### src/rtl/mem_arb_pkg.sv
// Shared constants for the two-port memory arbiter: FSM encoding, port indices,
// default widths and a small port helper.
package mem_arb_pkg;

  localparam int DEF_DATA_WIDTH = 8;
  localparam int DEF_ADDR_WIDTH = 4;
  localparam int NUM_PORTS      = 2;

  localparam logic PORT0 = 1'b0;
  localparam logic PORT1 = 1'b1;

  typedef logic [1:0] state_t;

  localparam state_t ST_IDLE  = 2'b00;
  localparam state_t ST_ISSUE = 2'b01;
  localparam state_t ST_WAIT  = 2'b10;

  function automatic logic other_port(input logic port);
    return ~port;
  endfunction

endpackage

### src/rtl/mem_arbiter_if.sv
// Bundle of the two requester ports and the memory port of mem_arbiter.
// slave = arbiter side, master = requesters plus memory side.
interface mem_arbiter_if #(
  parameter int DATA_WIDTH = 8,
  parameter int ADDR_WIDTH = 4
);

  logic                  req0;
  logic                  req1;
  logic                  we0;
  logic                  we1;
  logic [ADDR_WIDTH-1:0] addr0;
  logic [ADDR_WIDTH-1:0] addr1;
  logic [DATA_WIDTH-1:0] wdata0;
  logic [DATA_WIDTH-1:0] wdata1;
  logic                  gnt0;
  logic                  gnt1;
  logic                  rvalid0;
  logic                  rvalid1;
  logic [DATA_WIDTH-1:0] rdata0;
  logic [DATA_WIDTH-1:0] rdata1;
  logic [ADDR_WIDTH-1:0] mem_addr;
  logic [DATA_WIDTH-1:0] mem_data_in;
  logic                  mem_write;
  logic                  mem_read;
  logic [DATA_WIDTH-1:0] mem_data_out;
  logic                  busy;

  modport slave (
    input  req0, req1, we0, we1, addr0, addr1, wdata0, wdata1, mem_data_out,
    output gnt0, gnt1, rvalid0, rvalid1, rdata0, rdata1,
           mem_addr, mem_data_in, mem_write, mem_read, busy
  );

  modport master (
    output req0, req1, we0, we1, addr0, addr1, wdata0, wdata1, mem_data_out,
    input  gnt0, gnt1, rvalid0, rvalid1, rdata0, rdata1,
           mem_addr, mem_data_in, mem_write, mem_read, busy
  );

endinterface

### src/rtl/rr_arbiter_2.sv
// Two-way round-robin winner selection; the pointer names the port with
// priority and moves to the other port after each accepted grant.
module rr_arbiter_2
  import mem_arb_pkg::*;
#(
  parameter bit FIXED_PRIO = 1'b0
) (
  input  logic       clk,
  input  logic       rst,
  input  logic [1:0] req,
  input  logic       update,
  output logic [1:0] grant
);

  logic prio_r;

  // Winner select: only a simultaneous request consults the pointer
  always_comb begin
    grant = 2'b00;
    if (req == 2'b11) begin
      if (FIXED_PRIO || (prio_r == PORT0)) begin
        grant = 2'b01;
      end else begin
        grant = 2'b10;
      end
    end else begin
      grant = req;
    end
  end

  // Priority pointer: hand priority to the port that just lost
  always_ff @(posedge clk) begin
    if (rst) begin
      prio_r <= PORT0;
    end else if (update && (grant != 2'b00)) begin
      prio_r <= other_port(grant[1]);
    end else begin
      prio_r <= prio_r;
    end
  end

endmodule

### src/rtl/mem_arbiter.sv
// Two-requester single-port memory arbiter (IDLE/ISSUE/WAIT), registered outputs.
// Define MEM_ARB_FIXED_PRIO_EN to make port 0 win every simultaneous request.
module mem_arbiter
  import mem_arb_pkg::*;
#(
  parameter int DATA_WIDTH = DEF_DATA_WIDTH,
  parameter int ADDR_WIDTH = DEF_ADDR_WIDTH
) (
  input logic          clk,
  input logic          rst,
  mem_arbiter_if.slave bus
);

`ifdef MEM_ARB_FIXED_PRIO_EN
  localparam bit FIXED_PRIO_C = 1'b1;
`else
  localparam bit FIXED_PRIO_C = 1'b0;
`endif

  state_t                state_r;
  state_t                next_state_s;
  logic                  any_req_s;
  logic                  update_s;
  logic [1:0]            grant_s;
  logic                  win_s;
  logic                  sel_we_s;
  logic [ADDR_WIDTH-1:0] sel_addr_s;
  logic [DATA_WIDTH-1:0] sel_wdata_s;

  logic                  port_r;
  logic                  we_r;
  logic                  gnt0_r;
  logic                  gnt1_r;
  logic                  rvalid0_r;
  logic                  rvalid1_r;
  logic [DATA_WIDTH-1:0] rdata0_r;
  logic [DATA_WIDTH-1:0] rdata1_r;
  logic [ADDR_WIDTH-1:0] mem_addr_r;
  logic [DATA_WIDTH-1:0] mem_data_in_r;
  logic                  mem_write_r;
  logic                  mem_read_r;
  logic                  busy_r;

  assign any_req_s = bus.req0 | bus.req1;
  assign update_s  = (state_r == ST_IDLE) && any_req_s;

  rr_arbiter_2 #(
    .FIXED_PRIO (FIXED_PRIO_C)
  ) u_rr (
    .clk    (clk),
    .rst    (rst),
    .req    ({bus.req1, bus.req0}),
    .update (update_s),
    .grant  (grant_s)
  );

  // Winner index and its request fields
  always_comb begin
    win_s       = PORT0;
    sel_we_s    = bus.we0;
    sel_addr_s  = bus.addr0;
    sel_wdata_s = bus.wdata0;
    if (grant_s[1]) begin
      win_s       = PORT1;
      sel_we_s    = bus.we1;
      sel_addr_s  = bus.addr1;
      sel_wdata_s = bus.wdata1;
    end else begin
      win_s       = PORT0;
    end
  end

  // Next-state logic
  always_comb begin
    next_state_s = state_r;
    case (state_r)
      ST_IDLE: begin
        if (any_req_s) begin
          next_state_s = ST_ISSUE;
        end else begin
          next_state_s = ST_IDLE;
        end
      end
      ST_ISSUE: begin
        if (we_r) begin
          next_state_s = ST_IDLE;
        end else begin
          next_state_s = ST_WAIT;
        end
      end
      ST_WAIT: next_state_s = ST_IDLE;
      default: next_state_s = ST_IDLE;
    endcase
  end

  // State and registered outputs; reset aborts any access in flight
  always_ff @(posedge clk) begin
    if (rst) begin
      state_r       <= ST_IDLE;
      busy_r        <= 1'b0;
      port_r        <= PORT0;
      we_r          <= 1'b0;
      gnt0_r        <= 1'b0;
      gnt1_r        <= 1'b0;
      rvalid0_r     <= 1'b0;
      rvalid1_r     <= 1'b0;
      rdata0_r      <= {DATA_WIDTH{1'b0}};
      rdata1_r      <= {DATA_WIDTH{1'b0}};
      mem_addr_r    <= {ADDR_WIDTH{1'b0}};
      mem_data_in_r <= {DATA_WIDTH{1'b0}};
      mem_write_r   <= 1'b0;
      mem_read_r    <= 1'b0;
    end else begin
      state_r <= next_state_s;
      busy_r  <= (next_state_s != ST_IDLE);
      case (state_r)
        ST_IDLE: begin
          rvalid0_r <= 1'b0;
          rvalid1_r <= 1'b0;
          if (any_req_s) begin
            port_r        <= win_s;
            we_r          <= sel_we_s;
            mem_addr_r    <= sel_addr_s;
            mem_data_in_r <= sel_wdata_s;
            gnt0_r        <= (win_s == PORT0);
            gnt1_r        <= (win_s == PORT1);
            mem_write_r   <= sel_we_s;
            mem_read_r    <= ~sel_we_s;
          end
        end
        ST_ISSUE: begin
          gnt0_r      <= 1'b0;
          gnt1_r      <= 1'b0;
          mem_write_r <= 1'b0;
          mem_read_r  <= 1'b0;
        end
        ST_WAIT: begin
          // Memory data is valid now, one cycle after the read strobe
          if (port_r == PORT1) begin
            rdata1_r  <= bus.mem_data_out;
            rvalid1_r <= 1'b1;
          end else begin
            rdata0_r  <= bus.mem_data_out;
            rvalid0_r <= 1'b1;
          end
        end
        default: begin
          gnt0_r      <= 1'b0;
          gnt1_r      <= 1'b0;
          rvalid0_r   <= 1'b0;
          rvalid1_r   <= 1'b0;
          mem_write_r <= 1'b0;
          mem_read_r  <= 1'b0;
        end
      endcase
    end
  end

  assign bus.gnt0        = gnt0_r;
  assign bus.gnt1        = gnt1_r;
  assign bus.rvalid0     = rvalid0_r;
  assign bus.rvalid1     = rvalid1_r;
  assign bus.rdata0      = rdata0_r;
  assign bus.rdata1      = rdata1_r;
  assign bus.mem_addr    = mem_addr_r;
  assign bus.mem_data_in = mem_data_in_r;
  assign bus.mem_write   = mem_write_r;
  assign bus.mem_read    = mem_read_r;
  assign bus.busy        = busy_r;

endmodule

### src/flat_wrapper.sv
// flat-port wrapper written by rule: the top's interface ports become plain ports
module mem_arbiter_flat import mem_arb_pkg::*;
#(
  parameter int DATA_WIDTH = DEF_DATA_WIDTH,
  parameter int ADDR_WIDTH = DEF_ADDR_WIDTH
)
  (clk, rst, bus_req0, bus_req1, bus_we0, bus_we1, bus_addr0, bus_addr1, bus_wdata0, bus_wdata1, bus_mem_data_out, bus_gnt0, bus_gnt1, bus_rvalid0, bus_rvalid1, bus_rdata0, bus_rdata1, bus_mem_addr, bus_mem_data_in, bus_mem_write, bus_mem_read, bus_busy);
  mem_arbiter_if #(.DATA_WIDTH(DATA_WIDTH), .ADDR_WIDTH(ADDR_WIDTH)) bus_i ();
  input logic clk;
  input logic rst;
  input wire logic [$bits(bus_i.req0)-1:0] bus_req0;
  input wire logic [$bits(bus_i.req1)-1:0] bus_req1;
  input wire logic [$bits(bus_i.we0)-1:0] bus_we0;
  input wire logic [$bits(bus_i.we1)-1:0] bus_we1;
  input wire logic [$bits(bus_i.addr0)-1:0] bus_addr0;
  input wire logic [$bits(bus_i.addr1)-1:0] bus_addr1;
  input wire logic [$bits(bus_i.wdata0)-1:0] bus_wdata0;
  input wire logic [$bits(bus_i.wdata1)-1:0] bus_wdata1;
  input wire logic [$bits(bus_i.mem_data_out)-1:0] bus_mem_data_out;
  output wire logic [$bits(bus_i.gnt0)-1:0] bus_gnt0;
  output wire logic [$bits(bus_i.gnt1)-1:0] bus_gnt1;
  output wire logic [$bits(bus_i.rvalid0)-1:0] bus_rvalid0;
  output wire logic [$bits(bus_i.rvalid1)-1:0] bus_rvalid1;
  output wire logic [$bits(bus_i.rdata0)-1:0] bus_rdata0;
  output wire logic [$bits(bus_i.rdata1)-1:0] bus_rdata1;
  output wire logic [$bits(bus_i.mem_addr)-1:0] bus_mem_addr;
  output wire logic [$bits(bus_i.mem_data_in)-1:0] bus_mem_data_in;
  output wire logic [$bits(bus_i.mem_write)-1:0] bus_mem_write;
  output wire logic [$bits(bus_i.mem_read)-1:0] bus_mem_read;
  output wire logic [$bits(bus_i.busy)-1:0] bus_busy;
  assign bus_i.req0 = bus_req0;
  assign bus_i.req1 = bus_req1;
  assign bus_i.we0 = bus_we0;
  assign bus_i.we1 = bus_we1;
  assign bus_i.addr0 = bus_addr0;
  assign bus_i.addr1 = bus_addr1;
  assign bus_i.wdata0 = bus_wdata0;
  assign bus_i.wdata1 = bus_wdata1;
  assign bus_i.mem_data_out = bus_mem_data_out;
  assign bus_gnt0 = bus_i.gnt0;
  assign bus_gnt1 = bus_i.gnt1;
  assign bus_rvalid0 = bus_i.rvalid0;
  assign bus_rvalid1 = bus_i.rvalid1;
  assign bus_rdata0 = bus_i.rdata0;
  assign bus_rdata1 = bus_i.rdata1;
  assign bus_mem_addr = bus_i.mem_addr;
  assign bus_mem_data_in = bus_i.mem_data_in;
  assign bus_mem_write = bus_i.mem_write;
  assign bus_mem_read = bus_i.mem_read;
  assign bus_busy = bus_i.busy;
  mem_arbiter #(.DATA_WIDTH(DATA_WIDTH), .ADDR_WIDTH(ADDR_WIDTH)) u_core (.clk(clk), .rst(rst), .bus(bus_i));
endmodule
### config.mk
export PLATFORM = sky130hd
export DESIGN_NAME = mem_arbiter_flat
export DESIGN_NICKNAME = d
export VERILOG_FILES = /design/src/rtl/mem_arb_pkg.sv /design/src/rtl/mem_arbiter_if.sv /design/src/rtl/rr_arbiter_2.sv /design/src/rtl/mem_arbiter.sv /design/src/flat_wrapper.sv
export SDC_FILE = /design/constraint.sdc
export NUM_CORES = 1
export LEC_CHECK = 0
export ABC_CLOCK_PERIOD_IN_PS = 1760
export CELL_PAD_IN_SITES_DETAIL_PLACEMENT = 2
export CELL_PAD_IN_SITES_GLOBAL_PLACEMENT = 2
export CORE_UTILIZATION = 22
export CTS_CLUSTER_SIZE = 12
export DETAILED_ROUTE_END_ITERATION = 8
export PLACE_DENSITY_LB_ADDON = 0.1
export SETUP_SLACK_MARGIN = 0.2
export SYNTH_ARGS = -nofsm -noshare
export SYNTH_HDL_FRONTEND = slang
export SYNTH_SLANG_ARGS = --single-unit
### constraint.sdc
create_clock -name clk -period 1.76 [get_ports clk]
set_input_delay 0.352 -clock clk [delete_from_list [all_inputs] [get_ports clk]]
set_output_delay 0.352 -clock clk [all_outputs]
set_load 0.03 [all_outputs]
==> run summary <==
## Power
• **Total Power** 2.072 mW
• **worst supply voltage drop on vdd** 0.2722 mV
• **sequential group share of total power** 48.0%
• **power density relative to cell area** 874.9 mW/mm^2
• **switching power share of the total** 28.34%
• **power share of the clock group** 30.2%
• **power share of the combinational group** 21.8%
• **Static Leak** 1.120 nW
• **total internal power** 1.485 mW
• **NetSw** 0.5872 mW

## Routing
• **post-DR wirelength/cell** 15.63 microns
• **Vias per Instance** 4.557
• **total number of vias** 1390
• **detailed-router iteration count before antenna repair** 5
• **final routed DRC violation total** 0
• **number of violations reported at the end of detailed-routing iteration 0** 85
• **routed wire length** 4767 microns
• **residual antenna-violating net count after detailed routing** 0

## CTS
• **clock-pin transition on the worst setup and hold timing paths** 80 ps
• **Clock H-tree levels** 2
• **cts bufs inserted** 5
• **Root Buffer** clkbuf_8
• **CTS tree** built
• **maximum count of clock buffers along a single path** 2
• **CTS Hold Bufs** 0
• **TritonCTS sink count** 40
• **clock latency on the worst-skew pair** 290 ps

## STA
• **setup repair after global routing missed its margin** no
• **worst relative slew slack** 76.04%
• **PnR worst setup slack** 243.1 ps
• **actual transition at the worst max-transition pin** 349.4 ps
• **setup-violating endpoint count in the final report** 0
• **Pins Over Slew Limit** 0
• **Tcrit/Tclk final** 86.19%
• **Sum Neg Setup Slack** 0 ps
• **Tmin final** 1517 ps
• **Final Skew** 7.808 ps
• **final hold slack** 448.5 ps
• **final hold vios** 0
• **maximum clock frequency** 0.6592 GHz

## Final layout
• **synthesis-to-finish area growth** 62.77%
• **ratio of cells with drive above 1 in the final layout** 10.96%
• **Diodes inserted** 0
• **total non-filler cell area in the finished layout** 0.002369 sq mm
• **final net count** 265
• **count of placed standard cells in the final layout, fillers left out** 305
• **Core Util, Final** 37.30%

## Synthesis
• **#FFs+latches synth** 40
• **distinct cell type count after synthesis** 24
• **adder-cell share of the synthesized area** 0%
• **largest family of logic cells by synthesized area** simple AND/OR/NAND/NOR gates
• **synthesized-area fraction occupied by ao, oa, aoi and oai cells** 13.24%
• **XOR/XNOR Fraction of Synth Area** 0.6019%
• **Net Count, Synth** 184
• **mux share of post-synthesis cell area** 11.69%
• **number of instances in the synthesized netlist** 146
• **syn avg cell area** 9.967 sq um
• **portion of the post-synthesis area used by sequential elements** 55.03%
• **Synth Warn #** 0
• **netlist area before placement** 0.001455 sq mm
• **Synth Area in Simple Gates** 14.45%

## Floorplan
• **area of the die** 0.006944 sq mm
• **Initial Util** 22.92%
• **Die Span X** 83.33 microns
• **Core Region** 0.006350 sq mm
• **cell row count** 29
• **die extent in y** 83.33 microns
• **number of top-level pins** 73

## Critical path
• **Largest stage delay, worst path** 530 ps
• **total stage count of the critical path** 5
• **standard cell with the maximum stage delay on the critical path** clkdlybuf4s50_1
• **Worst Path Buf+Inv** 1
• **class of the most critical setup path** input port to register
• **CP delay by family, top** buffers and inverters
• **critical-path maximum fanout** 13
• **arrival time worst endpoint** 1690 ps
• **logic depth of the worst register-to-register path** 5
• **cell chain of the critical path** clkdlybuf4s50_1 -> nand2_1 -> and3_2 -> a222oi_1 -> nor2_1
• **nature of the critical path endpoint** register
• **kind of launch point of the worst setup path** input port
• **worst path required time** 1930 ps

## Placed design
• **worst setup slack before clock tree synthesis** -152.9 ps
• **area post-placement** 0.002313 sq mm
• **Cells after DPL** 297
• **Detailed Place HPWL** 3610 microns
• **quantity of I/O buffers inserted on ports** 72
• **final estimated routing congestion in global placement** 0.7018

## Hold path
• **Min-Delay Path Depth** 1
• **path class of the lowest-slack min-delay path** register to register

## Global routing
• **number of antenna violations at the first check in global routing** 0
• **pin count of the biggest net entering global routing** 19
• **leftover overflow at the end of global routing** 0
• **wire length of the first global-routing pass** 8100 microns
• **number of global-route vias before repair** 1576
• **all-layer global routing usage** 14.60%

## Flow run
• **max capacitance violation total** 0

## Run status
• **run status** finished, final reports clean

synthesized netlist by cell type:
library cell / instances / share of area (%)
o21ai_0: 1 / 0.34
a222oi_1: 8 / 5.5
nand2_1: 7 / 1.8
a22oi_1: 4 / 2.1
or2_2: 1 / 0.43
inv_1: 3 / 0.77
a21oi_1: 6 / 2.1
nor3b_1: 1 / 0.52
nor3_1: 3 / 1.0
mux2i_1: 17 / 12
clkbuf_1: 5 / 1.3
xor2_1: 1 / 0.60
o32ai_1: 1 / 0.60
a211oi_1: 1 / 0.52
nor4b_1: 1 / 0.60
nand2b_1: 1 / 0.43
and3_1: 2 / 0.86
o21ai_1: 1 / 0.34
nor2_1: 32 / 8.3
nand3b_1: 1 / 0.52
buf_2: 4 / 1.4
dfxtp_1: 40 / 55
a22o_1: 3 / 1.8
buf_6: 2 / 1.5
sequential cells by signal, summed over array words and instances (netlist names):
signal / count
u_core.bus.busy: 1
u_core.bus.gnt0: 1
u_core.bus.gnt1: 1
u_core.bus.mem_addr: 4
u_core.bus.mem_data_in: 8
u_core.bus.mem_read: 1
u_core.bus.mem_write: 1
u_core.bus.rdata0: 8
u_core.bus.rdata1: 8
u_core.bus.rvalid0: 1
u_core.bus.rvalid1: 1
u_core.port_r: 1
u_core.state_r: 2
u_core.u_rr.prio_r: 1
u_core.we_r: 1
cell families after synthesis:
logic type	Yosys count
flip-flops	40
AND/OR/NAND/NOR	49
multiplexers	17
XOR/XNOR	1
buffers and inverters	14
AO/OA/AOI/OAI	25
layout by cell type, fill, tap and decap left out:
cell type / count
dlygate4sd2_1: 35
and3_2: 1
buf_4: 13
xor2_1: 1
nor3_1: 3
clkdlybuf4s50_1: 37
inv_1: 3
clkbuf_8: 6
o32ai_1: 1
nor2_1: 32
a22oi_1: 4
nand2_1: 7
nand3b_1: 1
nand2b_1: 1
mux2i_1: 17
a21oi_1: 6
a222oi_1: 8
clkinv_2: 2
o21ai_1: 1
a22o_1: 3
or2_2: 1
nor3b_2: 1
and3_4: 1
dfxtp_1: 40
a211oi_1: 1
o21ai_0: 1
nor4b_1: 1
layout make-up:
class / count / area (sq um)
Sequential cell: 40 / 800.8
Clock buffer: 6 / 82.58
Clock inverter: 2 / 10.01
Timing Repair Buffer: 85 / 774.5
Fill cell: 710 / 3981
Inverter: 3 / 11.26
Tap cell: 77 / 96.34
Multi-Input combinational cell: 92 / 593.1
power groups by stage:
stage	clock, mW	sequential, mW	combinational [mW]
4_1_cts	0.661	0.995	0.456
5_1_grt	0.703	1.00	0.490
3_3_place_gp	0	1.01	0.474
6_report	0.626	0.994	0.451
2_1_floorplan	0	1.10	0.152
3_5_place_dp	0	1.02	0.485
routing by layer:
metal / part of all wire [%] / GRT usage (%) / vias up
li1: - / - / 671
met1: 44 / 17.82 / 672
met4: 1.4 / 5.016 / 0
met3: 5.3 / 4.672 / 6
met2: 49 / 24.14 / 41
met5: 0 / 0 / -
path summary, 6_finish.rpt:
kind	start	to	slack [ps]
max	bus_req1	u_core.bus.mem_data_in[5]	240
min	u_core.we_r	u_core.state_r[1]	450
max reg2reg	u_core.state_r[1]	u_core.bus.mem_data_in[6]	420
min reg2reg	u_core.we_r	u_core.state_r[1]	450
timing repair:
action,4_1_cts,5_1_grt
buffers inserted,0,0
resized for setup,37,1
pin swaps,0,2
setup endpoints to repair,42,7
Note: power is estimated with default switching activity, not from simulation.
